<file path="src/rtl/gpu_video_pkg.sv">
// Shared video-pipeline types: colour field positions,
// palette depth and the palette clear-engine states.
package gpu_video_pkg;

  localparam int PAL_DEPTH = 256;

  // ARGB4444 palette word
  localparam int A4_HI = 15;
  localparam int A4_LO = 12;
  localparam int R4_HI = 11;
  localparam int R4_LO = 8;
  localparam int G4_HI = 7;
  localparam int G4_LO = 4;
  localparam int B4_HI = 3;
  localparam int B4_LO = 0;

  // RGB565 direct pixel
  localparam int R5_HI = 15;
  localparam int R5_LO = 11;
  localparam int G6_HI = 10;
  localparam int G6_LO = 5;
  localparam int B5_HI = 4;
  localparam int B5_LO = 0;

  typedef enum logic {
    CLEAR = 1'b0,
    RUN   = 1'b1
  } clr_state_e;

  typedef struct packed {
    logic       mode;
    logic [7:0] h;
    logic [7:0] l;
    logic       ena;
    logic       en;
    logic [9:0] x;
  } pix_t;

endpackage

</file>
<file path="src/rtl/palette_stage_if.sv">
// Pixel stream, host palette port and colour outputs
// of the palette stage.
interface palette_stage_if;
  logic [3:0] pc_ena;
  logic       pixel_in_ena;
  logic       enable_in;
  logic       mode_16bit;
  logic [7:0] pixel_in;
  logic [7:0] pixel_in_h;
  logic [9:0] x_in;
  logic       pal_wr_ena;
  logic [8:0] pal_wr_addr;
  logic [7:0] pal_wr_data;
  logic       pal_busy;
  logic [7:0] r_out;
  logic [7:0] g_out;
  logic [7:0] b_out;
  logic [3:0] a_out;
  logic       pixel_out_ena;
  logic       enable_out;
  logic [9:0] x_out;

  modport master (
    output pc_ena, pixel_in_ena, enable_in, mode_16bit,
    output pixel_in, pixel_in_h, x_in,
    output pal_wr_ena, pal_wr_addr, pal_wr_data,
    input  pal_busy, r_out, g_out, b_out, a_out,
    input  pixel_out_ena, enable_out, x_out
  );

  modport slave (
    input  pc_ena, pixel_in_ena, enable_in, mode_16bit,
    input  pixel_in, pixel_in_h, x_in,
    input  pal_wr_ena, pal_wr_addr, pal_wr_data,
    output pal_busy, r_out, g_out, b_out, a_out,
    output pixel_out_ena, enable_out, x_out
  );
endinterface

</file>
<file path="src/rtl/palette_ram.sv">
// Simple dual-port palette RAM, synchronous read,
// read-before-write on address collision.
module palette_ram #(
  parameter int AW = 8,
  parameter int DW = 16
) (
  input  logic          clk,
  input  logic          we_i,
  input  logic [AW-1:0] waddr_i,
  input  logic [DW-1:0] wdata_i,
  input  logic          re_i,
  input  logic [AW-1:0] raddr_i,
  output logic [DW-1:0] rdata_o
);

  logic [DW-1:0] mem_q [2**AW];

  always_ff @(posedge clk) begin
    if (we_i) mem_q[waddr_i] <= wdata_i;
    if (re_i) rdata_o <= mem_q[raddr_i];
  end

endmodule

</file>
<file path="src/rtl/palette_stage.sv">
// Palette lookup / RGB565 expansion stage with host
// byte-wide palette loading and a post-reset clear engine.
module palette_stage
  import gpu_video_pkg::*;
#(
  parameter int PAL_BITS = 8
) (
  input logic           clk,
  input logic           reset,
  palette_stage_if.slave bus
);

  clr_state_e          state_q, state_d;
  logic [PAL_BITS:0]   cnt_q, cnt_d;
  logic [7:0]          lo_q, lo_d;
  logic                ram_we;
  logic [PAL_BITS-1:0] ram_waddr;
  logic [15:0]         ram_wdata;
  logic [15:0]         ram_rdata;
  logic                tick;
  logic                busy;
  pix_t                sa_q, sa_d;
  logic [15:0]         p;
  logic [7:0]          r_q, g_q, b_q, r_d, g_d, b_d;
  logic [3:0]          a_q, a_d;
  logic                pe_q, en_q;
  logic [9:0]          x_q;

  assign tick = (bus.pc_ena == 4'd0);
  assign busy = (state_q == CLEAR);

  // Clear engine owns the write port until it finishes.
  always_comb begin
    state_d   = state_q;
    cnt_d     = cnt_q;
    lo_d      = lo_q;
    ram_we    = 1'b0;
    ram_waddr = '0;
    ram_wdata = '0;
    unique case (state_q)
      CLEAR: begin
        if (cnt_q[PAL_BITS]) begin
          state_d = RUN;
        end else begin
          ram_we    = 1'b1;
          ram_waddr = cnt_q[PAL_BITS-1:0];
          cnt_d     = cnt_q + 1'b1;
        end
      end
      RUN: begin
        if (bus.pal_wr_ena) begin
          if (bus.pal_wr_addr[0]) begin
            ram_we    = 1'b1;
            ram_waddr = bus.pal_wr_addr[PAL_BITS:1];
            ram_wdata = {bus.pal_wr_data, lo_q};
          end else begin
            lo_d = bus.pal_wr_data;
          end
        end
      end
    endcase
  end

  palette_ram #(.AW(PAL_BITS), .DW(16)) u_ram (
    .clk     (clk),
    .we_i    (ram_we),
    .waddr_i (ram_waddr),
    .wdata_i (ram_wdata),
    .re_i    (tick),
    .raddr_i (bus.pixel_in[PAL_BITS-1:0]),
    .rdata_o (ram_rdata)
  );

  assign sa_d = '{
    mode: bus.mode_16bit,
    h:    bus.pixel_in_h,
    l:    bus.pixel_in,
    ena:  bus.pixel_in_ena,
    en:   bus.enable_in,
    x:    bus.x_in
  };

  assign p = {sa_q.h, sa_q.l};

  always_comb begin
    r_d = '0;
    g_d = '0;
    b_d = '0;
    a_d = '0;
    if (sa_q.ena && sa_q.en && !busy) begin
      if (sa_q.mode) begin
        r_d = {p[R5_HI:R5_LO], p[R5_HI -: 3]};
        g_d = {p[G6_HI:G6_LO], p[G6_HI -: 2]};
        b_d = {p[B5_HI:B5_LO], p[B5_HI -: 3]};
        a_d = 4'hF;
      end else begin
        a_d = ram_rdata[A4_HI:A4_LO];
        r_d = {2{ram_rdata[R4_HI:R4_LO]}};
        g_d = {2{ram_rdata[G4_HI:G4_LO]}};
        b_d = {2{ram_rdata[B4_HI:B4_LO]}};
      end
    end
  end

  always_ff @(posedge clk) begin
    if (reset) begin
      state_q <= CLEAR;
      cnt_q   <= '0;
      lo_q    <= '0;
      sa_q    <= '0;
      r_q     <= '0;
      g_q     <= '0;
      b_q     <= '0;
      a_q     <= '0;
      pe_q    <= 1'b0;
      en_q    <= 1'b0;
      x_q     <= '0;
    end else begin
      state_q <= state_d;
      cnt_q   <= cnt_d;
      lo_q    <= lo_d;
      if (tick) begin
        sa_q <= sa_d;
        r_q  <= r_d;
        g_q  <= g_d;
        b_q  <= b_d;
        a_q  <= a_d;
        pe_q <= sa_q.ena;
        en_q <= sa_q.en;
        x_q  <= sa_q.x;
      end
    end
  end

  assign bus.pal_busy      = busy;
  assign bus.r_out         = r_q;
  assign bus.g_out         = g_q;
  assign bus.b_out         = b_q;
  assign bus.a_out         = a_q;
  assign bus.pixel_out_ena = pe_q;
  assign bus.enable_out    = en_q;
  assign bus.x_out         = x_q;

endmodule

</file>
<file path="src/flat_wrapper.sv">
// flat-port wrapper written by rule: the top's interface ports become plain ports
module palette_stage_flat import gpu_video_pkg::*;
#(
  parameter int PAL_BITS = 8
)
  (clk, reset, bus_pc_ena, bus_pixel_in_ena, bus_enable_in, bus_mode_16bit, bus_pixel_in, bus_pixel_in_h, bus_x_in, bus_pal_wr_ena, bus_pal_wr_addr, bus_pal_wr_data, bus_pal_busy, bus_r_out, bus_g_out, bus_b_out, bus_a_out, bus_pixel_out_ena, bus_enable_out, bus_x_out);
  palette_stage_if bus_i ();
  input logic clk;
  input logic reset;
  input wire logic [$bits(bus_i.pc_ena)-1:0] bus_pc_ena;
  input wire logic [$bits(bus_i.pixel_in_ena)-1:0] bus_pixel_in_ena;
  input wire logic [$bits(bus_i.enable_in)-1:0] bus_enable_in;
  input wire logic [$bits(bus_i.mode_16bit)-1:0] bus_mode_16bit;
  input wire logic [$bits(bus_i.pixel_in)-1:0] bus_pixel_in;
  input wire logic [$bits(bus_i.pixel_in_h)-1:0] bus_pixel_in_h;
  input wire logic [$bits(bus_i.x_in)-1:0] bus_x_in;
  input wire logic [$bits(bus_i.pal_wr_ena)-1:0] bus_pal_wr_ena;
  input wire logic [$bits(bus_i.pal_wr_addr)-1:0] bus_pal_wr_addr;
  input wire logic [$bits(bus_i.pal_wr_data)-1:0] bus_pal_wr_data;
  output wire logic [$bits(bus_i.pal_busy)-1:0] bus_pal_busy;
  output wire logic [$bits(bus_i.r_out)-1:0] bus_r_out;
  output wire logic [$bits(bus_i.g_out)-1:0] bus_g_out;
  output wire logic [$bits(bus_i.b_out)-1:0] bus_b_out;
  output wire logic [$bits(bus_i.a_out)-1:0] bus_a_out;
  output wire logic [$bits(bus_i.pixel_out_ena)-1:0] bus_pixel_out_ena;
  output wire logic [$bits(bus_i.enable_out)-1:0] bus_enable_out;
  output wire logic [$bits(bus_i.x_out)-1:0] bus_x_out;
  assign bus_i.pc_ena = bus_pc_ena;
  assign bus_i.pixel_in_ena = bus_pixel_in_ena;
  assign bus_i.enable_in = bus_enable_in;
  assign bus_i.mode_16bit = bus_mode_16bit;
  assign bus_i.pixel_in = bus_pixel_in;
  assign bus_i.pixel_in_h = bus_pixel_in_h;
  assign bus_i.x_in = bus_x_in;
  assign bus_i.pal_wr_ena = bus_pal_wr_ena;
  assign bus_i.pal_wr_addr = bus_pal_wr_addr;
  assign bus_i.pal_wr_data = bus_pal_wr_data;
  assign bus_pal_busy = bus_i.pal_busy;
  assign bus_r_out = bus_i.r_out;
  assign bus_g_out = bus_i.g_out;
  assign bus_b_out = bus_i.b_out;
  assign bus_a_out = bus_i.a_out;
  assign bus_pixel_out_ena = bus_i.pixel_out_ena;
  assign bus_enable_out = bus_i.enable_out;
  assign bus_x_out = bus_i.x_out;
  palette_stage #(.PAL_BITS(PAL_BITS)) u_core (.clk(clk), .reset(reset), .bus(bus_i));
endmodule
</file>
<file path="config.mk">
export PLATFORM = sky130hd
export DESIGN_NAME = palette_stage_flat
export DESIGN_NICKNAME = d
export VERILOG_FILES = /design/src/rtl/gpu_video_pkg.sv /design/src/rtl/palette_stage_if.sv /design/src/rtl/palette_ram.sv /design/src/rtl/palette_stage.sv /design/src/flat_wrapper.sv
export SDC_FILE = /design/constraint.sdc
export NUM_CORES = 2
export LEC_CHECK = 0
export ABC_AREA = 1
export BUFFER_PORTS_ARGS = -buffer_cell sky130_fd_sc_hd__buf_2
export CAP_MARGIN = 20
export CORE_MARGIN = 2
export CORE_UTILIZATION = 40
export DETAILED_ROUTE_END_ITERATION = 10
export HOLD_SLACK_MARGIN = 0.05
export PLACE_DENSITY = 0.58
export SETUP_SLACK_MARGIN = 0.5
export SLEW_MARGIN = 20
export SYNTH_ARGS = -nofsm -noshare
export SYNTH_HDL_FRONTEND = slang
export SYNTH_SLANG_ARGS = --single-unit
</file>
<file path="constraint.sdc">
create_clock -name clk -period 9.2 [get_ports clk]
set_clock_uncertainty 0.05 [all_clocks]
set_input_delay 0 -clock clk [delete_from_list [all_inputs] [get_ports clk]]
set_output_delay 0 -clock clk [all_outputs]
set_load 0.02 [all_outputs]
</file>
==> metrics.md <==
| Metric | Value |
|---|---|
| Pins Over Slew Limit | 0 |
| Synthesized area per cell | 12.0 um2 |
| Synth top area share | 73.1% |
| Die width | 654 um |
| Status | complete, no violations |
| # rows | 238 |
| Relative slew slack | 6.20% |
| Hold Path Class | in -> reg |
| Fin crit share | 46.3% |
| Max-cap violations | 0 |
| Post-DP HPWL | 268 mm |
| Most frequent cell after synthesis | nand2_1 |
| Unique masters post-synth | 29 |
| Switching Power | 0.00887 W |
| Gate power share | 4.8% |
| Nets@finish | 14200 |
| Crit-path max FO | 15 |
| Post-DRT Antenna Nets | 0 |
| Worst reg-to-reg setup slack | 4.94 ns |
| Filler cell count | 37900 |
| Yosys reg bits | between 4000 and 5000 |
| CP Cell Sequence | nor2_2 > a22oi_1 > nor2_1 > dlygate4sd3_1 > nand2_2 > dlygate4sd3_1 > nor2_1 > buf_4 |
| Vias per cell | 5.54 |
| Worst-Skew Late Latency | 0.99 ns |
| Routed WL | 504 mm |
| Final hold violations | 0 |
| Power Dens Cells | just over 200 nW/um2 |
| Worst-margin pin slew | 1.41 ns |
| Number of global-route vias before repair | 104000 |
| Share of post-route cells with drive strength above 1 | around 7.9% |
| Post_cts resized | 0 |
| RD Place Congestion | ~0.84 |
| Dominant synthesized flop cell | edfxtp_1 |
| R2R Path End | u_core.u_ram.mem_q[139][10] |
| End of the critical path | u_core.u_ram.mem_q[139][10] |
| LEAKAGE | 69.4 nW |
| Largest net degree at the start of global routing | roughly 190 |
| Setup-failing EPs final | 0 |
| RSZ-0062 raised after global routing | no |
| Switching share of power | 22.5% |
| CTS Buf Count | 425 |
| Setup crit start | u_core.state_q |
| Vias | 112000 |
| Die area | 428000 um2 |
| Post-synth ARST share | 0% |
| Commonest cells in the netlist | nand2_1, edfxtp_1, nand3_1 |
| Cell count after synthesis | approximately 14000 |
| Starting Density | 40.2% |
| CP Launch Type | flop |
| Synth top area cells | edfxtp_1, nand3_1, nand2_1 |
| Maximum VDD drop | 177 uV |
| Drt pass-1 iters | 8 |
| Setup crit end kind | flop |
| Routed wire length per instance | 25.0 um |
| Setup TNS | 0 ns |
| Achievable frequency | about 0.23 GHz |
| Global-route wire length before repair | between 700 and 800 mm |
| Fraction of power consumed by the clock network | 42.5% |
| Initial detailed-routing violation count | 15000 |
| Critical Path AT | 4.87 ns |
| GRT overflow | 0 |
| CP max stage cell | nor2_1 |
| Total clock sinks | 4199 |
| Top Ports | 94 |
| Port bufs | 93 |
| # DRC | 0 |
| Reg clk slew, reported paths | 0.06 ns |
| CTS root buffer | clkbuf_16 |
| Clock buffer depth | 4 |
| Warnings from Yosys | 0 |
| Finished Core Util | 45.2% |
| Worst hold stages | 6 |
| Total track usage | 23.0% |
| Number of synthesized flops with an enable pin | 4112 |
| Power share of the sequential group | 52.6% |
| Seq/Total Area, Yosys | 74.1% |
| R2R cell count | 8 |
| TritonCTS clock tree | done |
| Crit Path Class | reg -> reg |
| Internal power | 0.0305 W |
| Slowest cell delay on critical path | just over 0.8 ns |
| H-Tree Depth | 5 |
| PnR Total Power | slightly below 0.04 W |
| Minimum clock period | between 4 and 5 ns |
| Yosys top cell by area | edfxtp_1 |
| CORE AREA | approximately 420000 um2 |
| Die height | roughly 650 um |
| Mapped cell area | ~170000 um2 |
| Area grow syn2layout | 12.4% |
| Antenna violations before repair | 24 |
| WP data required | roughly 9.8 ns |
| RR Startpoint | u_core.state_q |
| Synthesized Nets | 14100 |
## stage by stage
stage               setup WS (ns)  hold WS [ns]  instances  instance area [um2]
detailed placement           4.33         0.209      19200               175000
global route                 4.86         0.151      20100               190000
finish                       4.94         0.197      20100               190000
CTS                          4.99         0.122      20100               190000
floorplan                   0.833        0.0986      14100               169000
global placement             4.34         0.205      19200               175000
## layer usage
layer / vias to the layer above / GRT usage [%] / wire, um
met3: 856 / 3.54 / 41400
li1: 50300 / - / -
met4: 4 / 9.36 / 21900
met2: 4917 / 35.7 / 232000
met5: - / 0 / 14
met1: 55500 / 32.3 / 209000
## area by class of cell
class	instances	area (um2)	area share [%]
Antenna cell	19	47.5	0.0250
Clock buffer	537	11200	5.89
Clock inverter	241	2090	1.10
Inverter	56	272	0.143
Multi-Input combinational cell	8831	38700	20.4
Sequential cell	4199	125000	65.9
Tap cell	5640	7060	3.72
Timing Repair Buffer	621	5350	2.82
## timing repair
item	in CTS	in global routing
hold buffers	112	0
hold endpoints to repair	672	0
setup buffers	0	0
## power groups by stage
stage	registers [W]	clock network (W)	logic [W]
6_report	0.0207	0.0167	0.00191
5_1_grt	0.0207	0.0177	0.00203
4_1_cts	0.0207	0.0169	0.00190
3_5_place_dp	0.0211	0	0.00186
3_3_place_gp	0.0211	0	0.00186
2_1_floorplan	0.0211	0	0.00115
## worst min-delay path by stage
| stage | from | end |
|---|---|---|
| floorplan | bus_pal_wr_data[0] | u_core.lo_q[0] |
| global placement | bus_x_in[5] | u_core.sa_q[5] |
| detailed placement | bus_x_in[5] | u_core.sa_q[5] |
| CTS | bus_pal_wr_ena | u_core.u_ram.mem_q[155][0] |
| global route | bus_pal_wr_ena | u_core.u_ram.mem_q[154][0] |
| finish | bus_pal_wr_ena | u_core.u_ram.mem_q[155][0] |
## critical path: cells and delay by family, from the launching register on
family          cells  cell delay [ns]
compound gates      1             0.24
buf+inv             3             1.64
flops               1             0.34
simple gates        4             1.66
## state kept, by name, summed over array words and instances, names as in the netlist
| name | flops |
|---|---|
| u_core.sa_q | 13 |
| u_core.state_q | 1 |
| u_core.bus.enable_out | 1 |
| u_core.bus.g_out | 8 |
| u_core.lo_q | 8 |
| u_core.u_ram.mem_q | 4096 |
| u_core.bus.x_out | 10 |
| u_core.p | 16 |
| u_core.u_ram.rdata_o | 16 |
| u_core.bus.pixel_out_ena | 1 |
| u_core.bus.a_out | 4 |
| u_core.cnt_q | 9 |
| u_core.bus.r_out | 8 |
| u_core.bus.b_out | 8 |
## layout by cell type, fill, tap and decap left out, types with 4 or more instances in the layout
cell	synthesis	routed
clkinvlp_4	0	6
edfxtp_1	4112	4112
inv_16	0	6
nor3_1	4	4
nand2_2	4	20
clkbuf_16	0	430
o21ai_0	79	79
clkbuf_1	157	105
nor2_1	351	326
nand2_1	4283	4267
inv_2	1	4
nand3_1	4033	4033
inv_1	50	46
clkinv_16	0	8
a21oi_1	53	53
clkinv_1	2	102
dlygate4sd3_1	0	112
nor2_2	7	15
bufinv_16	0	26
dfxtp_1	87	86
clkinv_2	0	83
buf_12	0	45
inv_6	0	6
buf_2	556	87
a22oi_1	4	4
nor2_4	1	18
clkinv_8	0	6
buf_4	97	371
diode_2	0	19
## cell families (layout without fill, tap and decap cells)
group | count (synthesis) | count (layout) | share of synthesized area, %
compound gates | 141 | 141 | 0.440
simple gates | 8689 | 8689 | 22.3
other cells | 0 | 19 | 0
buf+inv | 1021 | 1455 | 3.09
fa+ha+maj | 1 | 1 | 0.00741
flops | 4199 | 4199 | 74.1
No activity file was read; power rests on OpenSTA's default activity.
